==> src/rtl/sec_pkg.sv <==
// Shared types and constants for the alarm sequencer and its keypad code checker.
package sec_pkg;

    // Main sequencer states; encodings are visible on the state output.
    typedef enum logic [2:0] {
        DISARMED    = 3'd0,
        EXIT_DELAY  = 3'd1,
        ARMED       = 3'd2,
        ENTRY_DELAY = 3'd3,
        ALARM       = 3'd4
    } state_t;

    localparam int unsigned DIGIT_W  = 4;
    localparam int unsigned CODE_LEN = 4;
    localparam int unsigned CODE_W   = CODE_LEN * DIGIT_W;
    // Only the first CODE_LEN-1 digits are stored; the last one is compared as it arrives.
    localparam int unsigned BUF_W    = (CODE_LEN - 1) * DIGIT_W;

    localparam logic [DIGIT_W-1:0] KEY_CLEAR = 4'hF;

endpackage

==> src/rtl/sec_code_checker.sv <==
// Keypad code checker: collects digits, compares a full code against CODE,
// counts consecutive failures and locks the keypad out after MAX_TRIES.
module sec_code_checker
    import sec_pkg::*;
#(
    parameter logic [CODE_W-1:0] CODE      = 16'h1234,
    parameter int unsigned       MAX_TRIES = 3,
    parameter int unsigned       LOCK_LEN  = 20
) (
    input  logic               clk,
    input  logic               rst_n,
    input  logic               key_valid,
    input  logic [DIGIT_W-1:0] key_digit,
    output logic               code_hit,
    output logic               code_ok,
    output logic               code_bad,
    output logic               lockout
);

    localparam int unsigned CNT_W = $clog2(CODE_LEN);
    localparam int unsigned FW    = $clog2(MAX_TRIES + 1);
    localparam int unsigned LW    = $clog2(LOCK_LEN + 1);

    localparam logic [CNT_W-1:0] LAST_IDX  = CNT_W'(CODE_LEN - 1);
    localparam logic [FW-1:0]    FAIL_LAST = FW'(MAX_TRIES - 1);

    logic [BUF_W-1:0] digits_q;
    logic [CNT_W-1:0] count_q;
    logic [FW-1:0]    fails_q;
    logic [LW-1:0]    lock_cnt_q;
    logic             lock_q;
    logic             ok_q;
    logic             bad_q;

    logic accept;
    logic is_clear;
    logic complete;
    logic match;
    logic miss;

    // Decode the current key; code_hit is combinational so the sequencer can
    // change state on the same edge that registers code_ok.
    always_comb begin
        accept   = key_valid && !lock_q;
        is_clear = (key_digit == KEY_CLEAR);
        complete = accept && !is_clear && (count_q == LAST_IDX);
        match    = ({digits_q, key_digit} == CODE);
        code_hit = complete && match;
        miss     = complete && !match;
    end

    // Digit buffer, fail counter, result pulses and lockout timer.
    always_ff @(posedge clk or negedge rst_n) begin
        if (!rst_n) begin
            digits_q   <= '0;
            count_q    <= '0;
            fails_q    <= '0;
            lock_cnt_q <= '0;
            lock_q     <= 1'b0;
            ok_q       <= 1'b0;
            bad_q      <= 1'b0;
        end else begin
            ok_q  <= code_hit;
            bad_q <= miss;

            if (accept) begin
                if (is_clear || complete) begin
                    digits_q <= '0;
                    count_q  <= '0;
                end else begin
                    digits_q <= {digits_q[BUF_W-DIGIT_W-1:0], key_digit};
                    count_q  <= count_q + CNT_W'(1);
                end
            end

            if (code_hit) begin
                fails_q <= '0;
            end else if (miss) begin
                if (fails_q == FAIL_LAST) begin
                    fails_q    <= '0;
                    lock_q     <= 1'b1;
                    lock_cnt_q <= LW'(LOCK_LEN);
                end else begin
                    fails_q <= fails_q + FW'(1);
                end
            end

            // Keys are never accepted while locked, so this cannot collide with a new lockout.
            if (lock_q) begin
                if (lock_cnt_q == LW'(1)) begin
                    lock_q     <= 1'b0;
                    lock_cnt_q <= '0;
                end else begin
                    lock_cnt_q <= lock_cnt_q - LW'(1);
                end
            end
        end
    end

    assign code_ok  = ok_q;
    assign code_bad = bad_q;
    assign lockout  = lock_q;

endmodule

==> src/rtl/alarm_sequencer.sv <==
// Alarm path controller: arm/disarm FSM with exit, entry and siren timers,
// sensor qualification and a keypad code checker with lockout.
module alarm_sequencer
    import sec_pkg::*;
#(
    parameter int unsigned       EXIT_DLY  = 8,
    parameter int unsigned       ENTRY_DLY = 6,
    parameter int unsigned       SIREN_LEN = 10,
    parameter logic [CODE_W-1:0] CODE      = 16'h1234,
    parameter int unsigned       MAX_TRIES = 3,
    parameter int unsigned       LOCK_LEN  = 20
) (
    input  logic               clk,
    input  logic               rst_n,
    input  logic               arm_req,
    input  logic [2:0]         sensor,
    input  logic               key_valid,
    input  logic [DIGIT_W-1:0] key_digit,
    output logic [2:0]         state,
    output logic               siren,
    output logic               armed,
    output logic               arm_fault,
    output logic               code_ok,
    output logic               code_bad,
    output logic               lockout
);

    localparam int unsigned TMAX01 = (EXIT_DLY > ENTRY_DLY) ? EXIT_DLY : ENTRY_DLY;
    localparam int unsigned TMAX   = (TMAX01 > SIREN_LEN) ? TMAX01 : SIREN_LEN;
    localparam int unsigned TW     = $clog2(TMAX + 1);

    state_t        state_q, state_nx;
    logic [TW-1:0] timer_q, timer_nx;
    logic          fault_nx;
    logic          siren_q, siren_nx;
    logic          armed_q, armed_nx;
    logic          fault_q;
    logic          code_hit;
    logic          door;
    logic          instant;
    logic          expired;

    sec_code_checker #(
        .CODE      (CODE),
        .MAX_TRIES (MAX_TRIES),
        .LOCK_LEN  (LOCK_LEN)
    ) u_code (
        .clk       (clk),
        .rst_n     (rst_n),
        .key_valid (key_valid),
        .key_digit (key_digit),
        .code_hit  (code_hit),
        .code_ok   (code_ok),
        .code_bad  (code_bad),
        .lockout   (lockout)
    );

    // State, timer and registered outputs; reset drops the siren asynchronously.
    always_ff @(posedge clk or negedge rst_n) begin
        if (!rst_n) begin
            state_q <= DISARMED;
            timer_q <= '0;
            siren_q <= 1'b0;
            armed_q <= 1'b0;
            fault_q <= 1'b0;
        end else begin
            state_q <= state_nx;
            timer_q <= timer_nx;
            siren_q <= siren_nx;
            armed_q <= armed_nx;
            fault_q <= fault_nx;
        end
    end

    // Next state and timer; a correct code overrides expiry and sensors.
    always_comb begin
        door     = sensor[0];
        instant  = |sensor[2:1];
        expired  = (timer_q == TW'(1));
        state_nx = state_q;
        timer_nx = timer_q;
        fault_nx = 1'b0;
        unique case (state_q)
            DISARMED: begin
                if (arm_req) begin
                    if (sensor == 3'b000) begin
                        state_nx = EXIT_DELAY;
                        timer_nx = TW'(EXIT_DLY);
                    end else begin
                        fault_nx = 1'b1;
                    end
                end
            end
            EXIT_DELAY: begin
                if (expired) begin
                    state_nx = ARMED;
                    timer_nx = '0;
                end else begin
                    timer_nx = timer_q - TW'(1);
                end
            end
            ARMED: begin
                if (instant) begin
                    state_nx = ALARM;
                    timer_nx = TW'(SIREN_LEN);
                end else if (door) begin
                    state_nx = ENTRY_DELAY;
                    timer_nx = TW'(ENTRY_DLY);
                end
            end
            ENTRY_DELAY: begin
                if (instant || expired) begin
                    state_nx = ALARM;
                    timer_nx = TW'(SIREN_LEN);
                end else begin
                    timer_nx = timer_q - TW'(1);
                end
            end
            ALARM: begin
                if (expired) begin
                    state_nx = ARMED;
                    timer_nx = '0;
                end else begin
                    timer_nx = timer_q - TW'(1);
                end
            end
            default: begin
                state_nx = DISARMED;
                timer_nx = '0;
            end
        endcase
        if (code_hit && (state_q != DISARMED)) begin
            state_nx = DISARMED;
            timer_nx = '0;
        end
    end

    // Output decode from the next state so siren/armed register alongside it.
    always_comb begin
        siren_nx = (state_nx == ALARM);
        armed_nx = (state_nx == ARMED) || (state_nx == ENTRY_DELAY) || (state_nx == ALARM);
    end

    assign state     = state_q;
    assign siren     = siren_q;
    assign armed     = armed_q;
    assign arm_fault = fault_q;

endmodule

==> config.mk <==
export PLATFORM = sky130hd
export DESIGN_NAME = alarm_sequencer
export DESIGN_NICKNAME = d
export VERILOG_FILES = /design/src/rtl/sec_pkg.sv /design/src/rtl/sec_code_checker.sv /design/src/rtl/alarm_sequencer.sv
export SDC_FILE = /design/constraint.sdc
export NUM_CORES = 1
export LEC_CHECK = 0
export ABC_AREA = 1
export CORE_MARGIN = 2
export CORE_UTILIZATION = 40
export CTS_CLUSTER_DIAMETER = 30
export DETAILED_ROUTE_END_ITERATION = 16
export SETUP_SLACK_MARGIN = 0.5
export SLEW_MARGIN = 20
export SYNTH_ARGS = -nofsm -noshare
export SYNTH_HDL_FRONTEND = slang
export SYNTH_SLANG_ARGS = --single-unit
==> constraint.sdc <==
create_clock -name clk -period 2.2 [get_ports clk]
set_input_delay 0.44 -clock clk [delete_from_list [all_inputs] [get_ports clk]]
set_output_delay 0.44 -clock clk [all_outputs]
set_load 0.1 [all_outputs]
# [After elaboration in Yosys (flattened, before gate mapping)]
# Cells that the tools add are included.
[word_totals] romBits=0 out_inout_bits=9 wordCells=90 memories=0 ff_bits=34 latchBits=0 ramBits=0 in_bits=11
[op_classes] n_lt_le_gt_ge=0 mux=34 n_div=0 add_sub_neg=4 reduce_logical=23 n_bitwise=0 n_shift=0 n_mul=0 n_eq_ne=17
[ops] cell="$mux 4" n=7
[ops] cell="$mux 5" n=5
[ops] cell="$mux 3" n=7
[ops] cell="$eq 16x13->1 const B" n=1
[ops] cell="$pmux 4 s4" n=1
[ops] cell="$eq 3x2->1 const B" n=4
[ops] cell="$mux 12" n=1
[ops] cell="$pmux 3 s4" n=1
[ops] cell="$mux 1" n=8
[ops] cell="$mux 2" n=4
[ops] cell="$eq 3x3->1 const B" n=2
[ops] cell="$logic_and 1x1->1" n=6
[ops] cell="$logic_not 3->1" n=2
[ops] cell="$ne 3x3->1 const B" n=2
[ops] cell="$reduce_and 3->1" n=2
[ops] cell="$reduce_bool 2->1" n=3
[ops] cell="$eq 5x1->1 const B" n=1
[ops] cell="$sub 5x1->5 const B" n=1
[ops] cell="$add 2x1->2 const B" n=2
[ops] cell="$eq 2x2->1 const B" n=2
[ops] cell="$eq 4x1->1 const B" n=1
[ops] cell="$eq 4x4->1 const B" n=1
[ops] cell="$logic_or 1x1->1" n=4
[ops] cell="$ne 4x4->1 const B" n=1
[ops] cell="other kinds (6)" n=9

# [Longest topological paths before layout]
# Gate-level depths: netlist of the first run.
[logic_depth] depth_word=10 mapped_depth=10 ltp_nobuf=10

# [Cells and area by module]
# A second synthesis of the first run with hierarchy kept.
[unflattened] cells_unflattened=233 area_unflattened_um2=1895.6
[by_module_without_submodules] module="sec_code_checker" area_each_um2=1197.4 seq_area_each_um2=600.6 n_inst=1 cells_per_inst=130
[by_module_without_submodules] module="alarm_sequencer" area_each_um2=698.2 seq_area_each_um2=250.2 n_inst=1 cells_per_inst=103

# [Worst setup path before layout of the first run]
# OpenSTA, ideal clock, no wires.
[synth_timing] path_kind="reg-to-reg" from="reg u_code.lock_q, in the netlist u_code.lockout" to="reg timer_q[2]" arrival_time_ps=1705 n_path_buf=0 t_required_ps=2083 setup_slack_ps=378 stages_incl_launch_ff=9 cell_sequence="dfrtp_1 > inv_2 > nand3_4 > nor2_8 > nand4_4 > nand2_2 > nand2_2 > nand2_1 > nand2_1"
[synth_between] elab_chain_len=8
[synth_lines] element="from (decl)" line_no="sec_code_checker.sv:31" rtl="logic lock_q;"
[synth_lines] element="from (signal assigned)" line_no="sec_code_checker.sv:59" rtl="lock_q <= 1'b0;"
[synth_lines] element="from (signal assigned)" line_no="sec_code_checker.sv:81" rtl="lock_q <= 1'b1;"
[synth_lines] element="from (signal assigned)" line_no="sec_code_checker.sv:91" rtl="lock_q <= 1'b0;"
[synth_lines] element="$logic_not 1->1 *" line_no="sec_code_checker.sv:44" rtl="accept = key_valid && !lock_q;"
[synth_lines] element="$logic_and 1x1->1 *" line_no="sec_code_checker.sv:44"
[synth_lines] element="$logic_and 1x1->1 * (2 in series)" line_no="sec_code_checker.sv:46" rtl="complete = accept && !is_clear && (count_q == LAST_IDX);"
[synth_lines] element="$logic_and 1x1->1 *" line_no="sec_code_checker.sv:48" rtl="code_hit = complete && match;"
[synth_lines] element="$logic_and 1x1->1 *" line_no="alarm_sequencer.sv:132" rtl="if (code_hit && (state_q != DISARMED)) begin"
[synth_lines] element="$ne 4x4->1 (no source line) or $ne 3x3->1 (tied branches)"
[synth_lines] element="$reduce_and 3->1 (no source line)"
[synth_lines] element="to (signal assigned)" line_no="alarm_sequencer.sv:68" rtl="timer_q <= timer_nx;"
[synth_lines] element="to (decl)" line_no="alarm_sequencer.sv:33" rtl="logic [TW-1:0] timer_q, timer_nx;"
# Mark *: on every way between the ends. The rest lies on a longest branch, timed or not.
# A chain may end at the register's enable or synchronous reset.

# [Worst setup path in the final report of the first run]
[layout_timing] from="in key_digit[0]" to="reg state_q[0], in the netlist state[0]"
[layout_between] elab_chain_len=7
[layout_lines] element="from (decl)" line_no="alarm_sequencer.sv:18" rtl="input logic [DIGIT_W-1:0] key_digit,"
[layout_lines] element="$eq 4x4->1" line_no="sec_code_checker.sv:45" rtl="is_clear = (key_digit == KEY_CLEAR);"
[layout_lines] element="$logic_not 1->1" line_no="sec_code_checker.sv:46"
[layout_lines] element="$logic_and 1x1->1 (2 in series)" line_no="sec_code_checker.sv:46"
[layout_lines] element="$logic_and 1x1->1 *" line_no="sec_code_checker.sv:48"
[layout_lines] element="$logic_and 1x1->1 *" line_no="alarm_sequencer.sv:132"
[layout_lines] element="$mux 3 *" line_no="alarm_sequencer.sv:132"
[layout_lines] element="via state_nx[0]" line_no="alarm_sequencer.sv:32" rtl="state_t state_q, state_nx;"
[layout_lines] element="to (signal assigned)" line_no="alarm_sequencer.sv:67" rtl="state_q <= state_nx;"
[layout_lines] element="to (decl)" line_no="alarm_sequencer.sv:32"
# The timed path passes the listed nets; every way through them passes the cells marked *.

==> results of run 1 <==
## flip-flops by register name (all words and copies together), names as in the netlist
name / cells
arm_fault: 1
armed: 1
siren: 1
state: 3
timer_q: 4
u_code.code_bad: 1
u_code.code_ok: 1
u_code.count_q: 2
u_code.digits_q: 12
u_code.fails_q: 2
u_code.lock_cnt_q: 5
u_code.lockout: 1
## power by group through the flow
stage | registers, W | logic (W) | clock network, W
after detailed placement | 0.00101 | 0.00103 | 0
after global routing | 0.00104 | 0.00121 | 0.000506
after CTS | 0.00100 | 0.00104 | 0.000487
final | 0.00100 | 0.00105 | 0.000471
after floorplan | 0.00112 | 0.000679 | 0
after global placement | 0.00101 | 0.00102 | 0
## through the flow
stage               util, %  cells  area [sq um]  total power [W]  hold WS (ns)
floorplan                 -    223          1850          0.00180         0.144
global placement       47.8    296          2100          0.00204         0.467
detailed placement     47.8    296          2100          0.00205         0.472
CTS                    49.9    304          2190          0.00253         0.489
global route           51.6    311          2260          0.00276         0.514
finish                 51.6    311          2260          0.00253         0.482
## cells by family (layout without fill, tap and decap cells)
logic type	after synthesis	in the layout	synth area share (%)
XOR/XNOR	3	3	1.43
adder cells (fa/ha/maj)	5	5	3.39
flip-flops	34	34	46.2
AND/OR/NAND/NOR	121	121	32.5
AO/OA/AOI/OAI	23	23	9.03
buffers and inverters	37	73	7.54
## critical path: cells and delay by family
kind | cells | cell delay [ns]
AND/OR/NAND/NOR | 4 | 0.53
AO/OA/AOI/OAI | 1 | 0.14
buffers and inverters | 3 | 0.67
## worst max-delay path by stage
stage | startpoint | endpoint | slack (ns) | cells past startpoint
2_1_floorplan | u_code.lockout$_DFF_PN0_ | timer_q[2]$_DFFE_PN0P_ | 0.61 | 8
3_3_place_gp | key_valid | timer_q[1]$_DFFE_PN0P_ | 0.27 | 8
3_5_place_dp | key_valid | timer_q[2]$_DFFE_PN0P_ | 0.28 | 8
4_1_cts | key_valid | timer_q[2]$_DFFE_PN0P_ | 0.58 | 8
5_1_grt | key_digit[0] | state[0]$_DFF_PN0_ | 0.51 | 8
6_report | key_digit[0] | state[0]$_DFF_PN0_ | 0.61 | 8
## cell type report
class / instances / share of cell area [%]
inverter: 37 / 6.14
timing repair buffer: 28 / 10.6
multi-input combinational: 152 / 38.5
clock buffer: 7 / 3.82
tap: 52 / 2.88
clock inverter: 1 / 0.221
sequential: 34 / 37.8
## metal layers
layer	routed length, microns	vias up	track usage, %
li1	-	782	-
met1	1730	686	20.8
met2	1620	24	25.9
met3	128	5	4.36
met4	46	0	4.40
met5	0	-	0
## what timing repair did
item	4_1_cts	5_1_grt
resized for setup	0	6
buffers inserted	0	7
hold endpoints to repair	0	0
endpoints found under the setup margin	0	9
## cell usage after synthesis (2+ instances only)
cell / instances
inv_1: 33
o21ai_0: 6
o22ai_1: 4
ha_1: 5
nand4_1: 4
nor2_2: 6
nor2_4: 3
o22ai_2: 2
a31oi_1: 2
nor3_1: 2
o21ai_2: 5
inv_2: 4
o21a_1: 2
nand2_1: 63
nor2_1: 13
xor2_1: 3
nand3_1: 22
nand2_2: 2
dfrtp_1: 34
==> impl_metrics.json, run 1 <==
{
  "status": "completed",
  "die_area_sq_um": 5170,
  "synth_edf_count": 0,
  "root_buffer": "clkbuf_8",
  "final-max-slew-violation-count": 0,
  "path_class": "primary input to register",
  "cts_hold_buf": 0,
  "crit_chain": "clkdlybuf4s50_1 > nand2_1 > nor2_4 > nor2_8 > nand4_4 > buf_4 > inv_2 > a31oi_1",
  "arrival_ns": 1.78,
  "swShare_pct": 41.6,
  "final-setup-viol-count": 0,
  "ys_top_cells_by_area": "dfrtp_1 46%, nand2_1 13%, inv_1 6.7%",
  "num_vias": 1497,
  "hold_depth": 2,
  "setup_tns_ns": 0,
  "core_sq_um": 4380,
  "yosysWarnings": 0,
  "fmax_mhz": 630,
  "nNetsFinal": 274,
  "clk_latency_ns": 0.28,
  "synth_area_per_cell_sq_um": 8.26,
  "first_global_vias": 1441,
  "synth_ff_type": "dfrtp_1",
  "multi_input_area_sq_um": 871,
  "clock_skew_ns": 0.00376,
  "clkSinkCount": 34,
  "cts-buffers-inserted": 5,
  "worst_pin_slew_ns": 0.434,
  "overflow": 0,
  "yosysSeqAreaShare_pct": 46.2,
  "clkTransAtPathRegs_ns": 0.07,
  "regArea_sq_um": 856,
  "worst-path-max-fanout": 7,
  "hp-start": "u_code.digits_q[11]$_DFFE_PN0P_",
  "die_y_microns": 71.9,
  "syn_nets": 239,
  "fin_crit_sh_pct": 72.1,
  "io_pins": 20,
  "std_cell_rows": 24,
  "crit_path_max_incr_delay_ns": 0.50,
  "yosysTopAreaCellShare_pct": 46.2,
  "critical_path_required_ns": 2.40,
  "reg2reg_from": "u_code.count_q[0]$_DFFE_PN0P_",
  "drtIter0Drc": 55,
  "hold_end": "u_code.digits_q[11]$_DFFE_PN0P_",
  "cts_htree_levels": 2,
  "ant_nets": 0,
  "mostFrequentLayoutCells": "62 x nand2_1, 33 x inv_1, 30 x dfrtp_1",
  "p_seq_share_pct": 39.7,
  "area_growth_pct": 22.7,
  "die_w_microns": 71.9,
  "grt_max_degree": 35,
  "rr_endpoint": "state[0]$_DFF_PN0_",
  "portBuffers": 19,
  "reg2reg_setup_slack_ns": 0.71,
  "wl_per_cell_microns": 11.3,
  "worst_setup_path_start_kind": "primary input",
  "drt-total-wl_microns": 3520,
  "async_flop_share_pct": 100,
  "ys_ff_latch": 34,
  "clkPwrFrac_pct": 18.6,
  "drive_above_1_share_pct": 22.4,
  "place_hpwl_microns": 2640,
  "setup_slack_ns": 0.613,
  "syn_inst": 223,
  "p_leak_nw": 1.18,
  "rr_worst_depth": 7,
  "diodes": 0,
  "grt.total_usage_pct": 15.9,
  "post-place-ws_ns": 0.281,
  "mostFrequentLayoutCell": "nand2_1",
  "antenna_found_initial": 0,
  "holdCritPathClass": "register to register",
  "start_util_pct": 42.0,
  "synth_top_cell_by_area": "dfrtp_1",
  "slowest_stage": "clkdlybuf4s50_1",
  "synth_cell_types": 27,
  "via_per_inst": 4.81,
  "rsz0062_at_grt": "false",
  "min_period_ns": 1.59,
  "cap_violations": 0,
  "p_int_w": 0.00148,
  "dr.pass1.iters": 4,
  "cts.path.max_buffers": 2,
  "drc": 0,
  "hold_viol_final": 0,
  "syn-cell-area_sq_um": 1840,
  "cts_tree": "built",
  "fill_cells": 446,
  "grt_pass1_wl_microns": 6470,
  "combinationalPowerShare_pct": 41.6,
  "power_density_nw_per_um2": 1120,
  "p_sw_w": 0.00105,
  "ir_worst_vdd_mv": 0.433,
  "endpoint_kind": "register",
  "slew_headroom_pct": 71.1,
  "gp_congestion": 0.803
}
No activity file was read; power rests on OpenSTA's default activity.
==> inputs of run 2 (changes only) <==
clock period = 1.55 ns   (was 2.2 ns; I/O delays follow)
==> run 2 against run 1 <==
Worst hold slack got worse by 0.088 ns. Design area increased by 24%. Register-to-register slack got worse by 0.56 ns. First-iteration DRC count decreased by 16%. Wire length increased by 17%. Non-clock buffer count increased by 25. Critical endpoint is now state[0]. Global-route usage increased by 1.3 points. Sequential share of layout area decreased by 6.7 points.
==> impl_metrics.json, run 2 (synthesis gave the netlist of run 1 again) <==
{
  "p_sw_w": 0.00171,
  "diodes": 0,
  "final-max-slew-violation-count": 0,
  "fin_crit_sh_pct": 91.2,
  "p_int_w": 0.00246,
  "post-place-ws_ns": -0.218,
  "first_global_vias": 1548,
  "drtIter0Drc": 46,
  "p_leak_nw": 1.40,
  "portBuffers": 19,
  "clk_latency_ns": 0.28,
  "num_vias": 1658,
  "die_w_microns": 71.9,
  "worst_pin_slew_ns": 0.286,
  "place_hpwl_microns": 2700,
  "status": "completed",
  "wl_per_cell_microns": 12.2,
  "drc": 0,
  "start_util_pct": 42.0,
  "total_power_w": 0.00417,
  "endpoint_kind": "primary output",
  "cts_htree_levels": 2,
  "fill_cells": 354,
  "worst-path-max-fanout": 5,
  "swShare_pct": 41.1,
  "clock_skew_ns": 0.00318,
  "die_y_microns": 71.9,
  "whs_ns": 0.393,
  "cts_hold_buf": 0,
  "setup_slack_ns": 0.136,
  "p_seq_share_pct": 35.3,
  "arrival_ns": 1.10,
  "ant_nets": 0,
  "drt-total-wl_microns": 4110,
  "power_density_nw_per_um2": 1490,
  "cap_violations": 0,
  "multi_input_area_sq_um": 1060,
  "root_buffer": "clkbuf_8",
  "regArea_sq_um": 872,
  "mostFrequentLayoutCell": "nand2_1",
  "die_area_sq_um": 5170,
  "mostFrequentLayoutCells": "53 x nand2_1, 29 x inv_1, 28 x buf_4",
  "gp_congestion": 0.890,
  "rsz0062_at_grt": "true",
  "setup_tns_ns": 0,
  "clkSinkCount": 34,
  "critical_path_required_ns": 1.24,
  "slew_headroom_pct": 80.8,
  "largest_reg_flops": 12,
  "grt_max_degree": 35,
  "worst_setup_path_start_kind": "register",
  "std_cell_rows": 24,
  "area_growth_pct": 51.8,
  "cts.path.max_buffers": 2,
  "path_class": "register to primary output",
  "clkPwrFrac_pct": 16.0,
  "clkTransAtPathRegs_ns": 0.07,
  "via_per_inst": 4.92,
  "antenna_found_initial": 0,
  "grt.total_usage_pct": 17.2,
  "top_register": "u_code.digits_q",
  "final-setup-viol-count": 0,
  "drive_above_1_share_pct": 42.5,
  "hold_viol_final": 0,
  "ir_worst_vdd_mv": 0.630,
  "cts-buffers-inserted": 5,
  "holdCritPathClass": "primary input to async pin",
  "finish.utilization_pct": 63.8,
  "nNetsFinal": 300,
  "io_pins": 20,
  "cts_tree": "built",
  "min_period_ns": 1.41,
  "combinationalPowerShare_pct": 48.7,
  "core_sq_um": 4380,
  "overflow": 0,
  "fmax_mhz": 707,
  "dr.pass1.iters": 4,
  "grt_pass1_wl_microns": 6890,
  "largestRegisters": "u_code.digits_q: 12 flops, u_code.lock_cnt_q: 5 flops, timer_q: 4 flops"
}
[run 2: path summary, 6_finish.rpt]
check / cells past startpoint / startpoint / slack, ns / to
hold reg to reg: 2 / u_code.digits_q[4]$_DFFE_PN0P_ / 0.51 / u_code.digits_q[8]$_DFFE_PN0P_
setup reg to reg: 7 / timer_q[1]$_DFFE_PN0P_ / 0.15 / armed$_DFF_PN0_
max in group asynchronous: 2 / rst_n / 0.96 / state[1]$_DFF_PN0_
min in group clk: 3 / key_digit[0] / 0.46 / u_code.digits_q[0]$_DFFE_PN0P_
setup / recovery: 2 / state[0]$_DFF_PN0_ / 0.14 / state[0]
hold / removal: 2 / rst_n / 0.39 / siren$_DFF_PN0_
[run 2: stage by stage]
| stage | std cells | instance area (sq um) |
|---|---|---|
| after CTS | 322 | 2570 |
| after detailed placement | 308 | 2340 |
| final | 337 | 2800 |
| after global routing | 337 | 2800 |
| after global placement | 308 | 2340 |
| after floorplan | 223 | 1880 |
[run 2: cell type report]
class	count	share of cell area [%]
Clock buffer	7	3.09
Clock inverter	1	0.179
Inverter	37	5.05
Multi-Input combinational cell	153	37.9
Sequential cell	34	31.2
Tap cell	52	2.33
Timing Repair Buffer	53	20.3
[run 2: worst max-delay path: stages, from the launching register on]
cell and delay [ns]:
dfrtp_4 0.51, buf_4 0.16, buf_12 0.16
[run 2: repair_timing]
action / in CTS / in global routing
cloned: 1 / 0
hold endpoints to repair: 0 / 0
setup endpoints to repair: 43 / 43
pin swaps: 18 / 19
gates resized for setup: 31 / 29
buffers inserted: 5 / 15
[run 2: power by group through the flow]
stage               combinational (W)  sequential (W)  clock (W)
detailed placement            0.00163         0.00147          0
floorplan                    0.000969         0.00161          0
global placement              0.00160         0.00147          0
CTS                           0.00186         0.00146   0.000682
global route                  0.00225         0.00151   0.000724
finish                        0.00203         0.00147   0.000668
[run 2: routing by layer]
layer	up-vias	GRT usage (%)	part of all wire, %
met4	0	4.40	1.2
met3	8	4.64	3.1
met5	-	0	0
met2	23	28.8	49
met1	795	22.1	47
li1	832	-	-
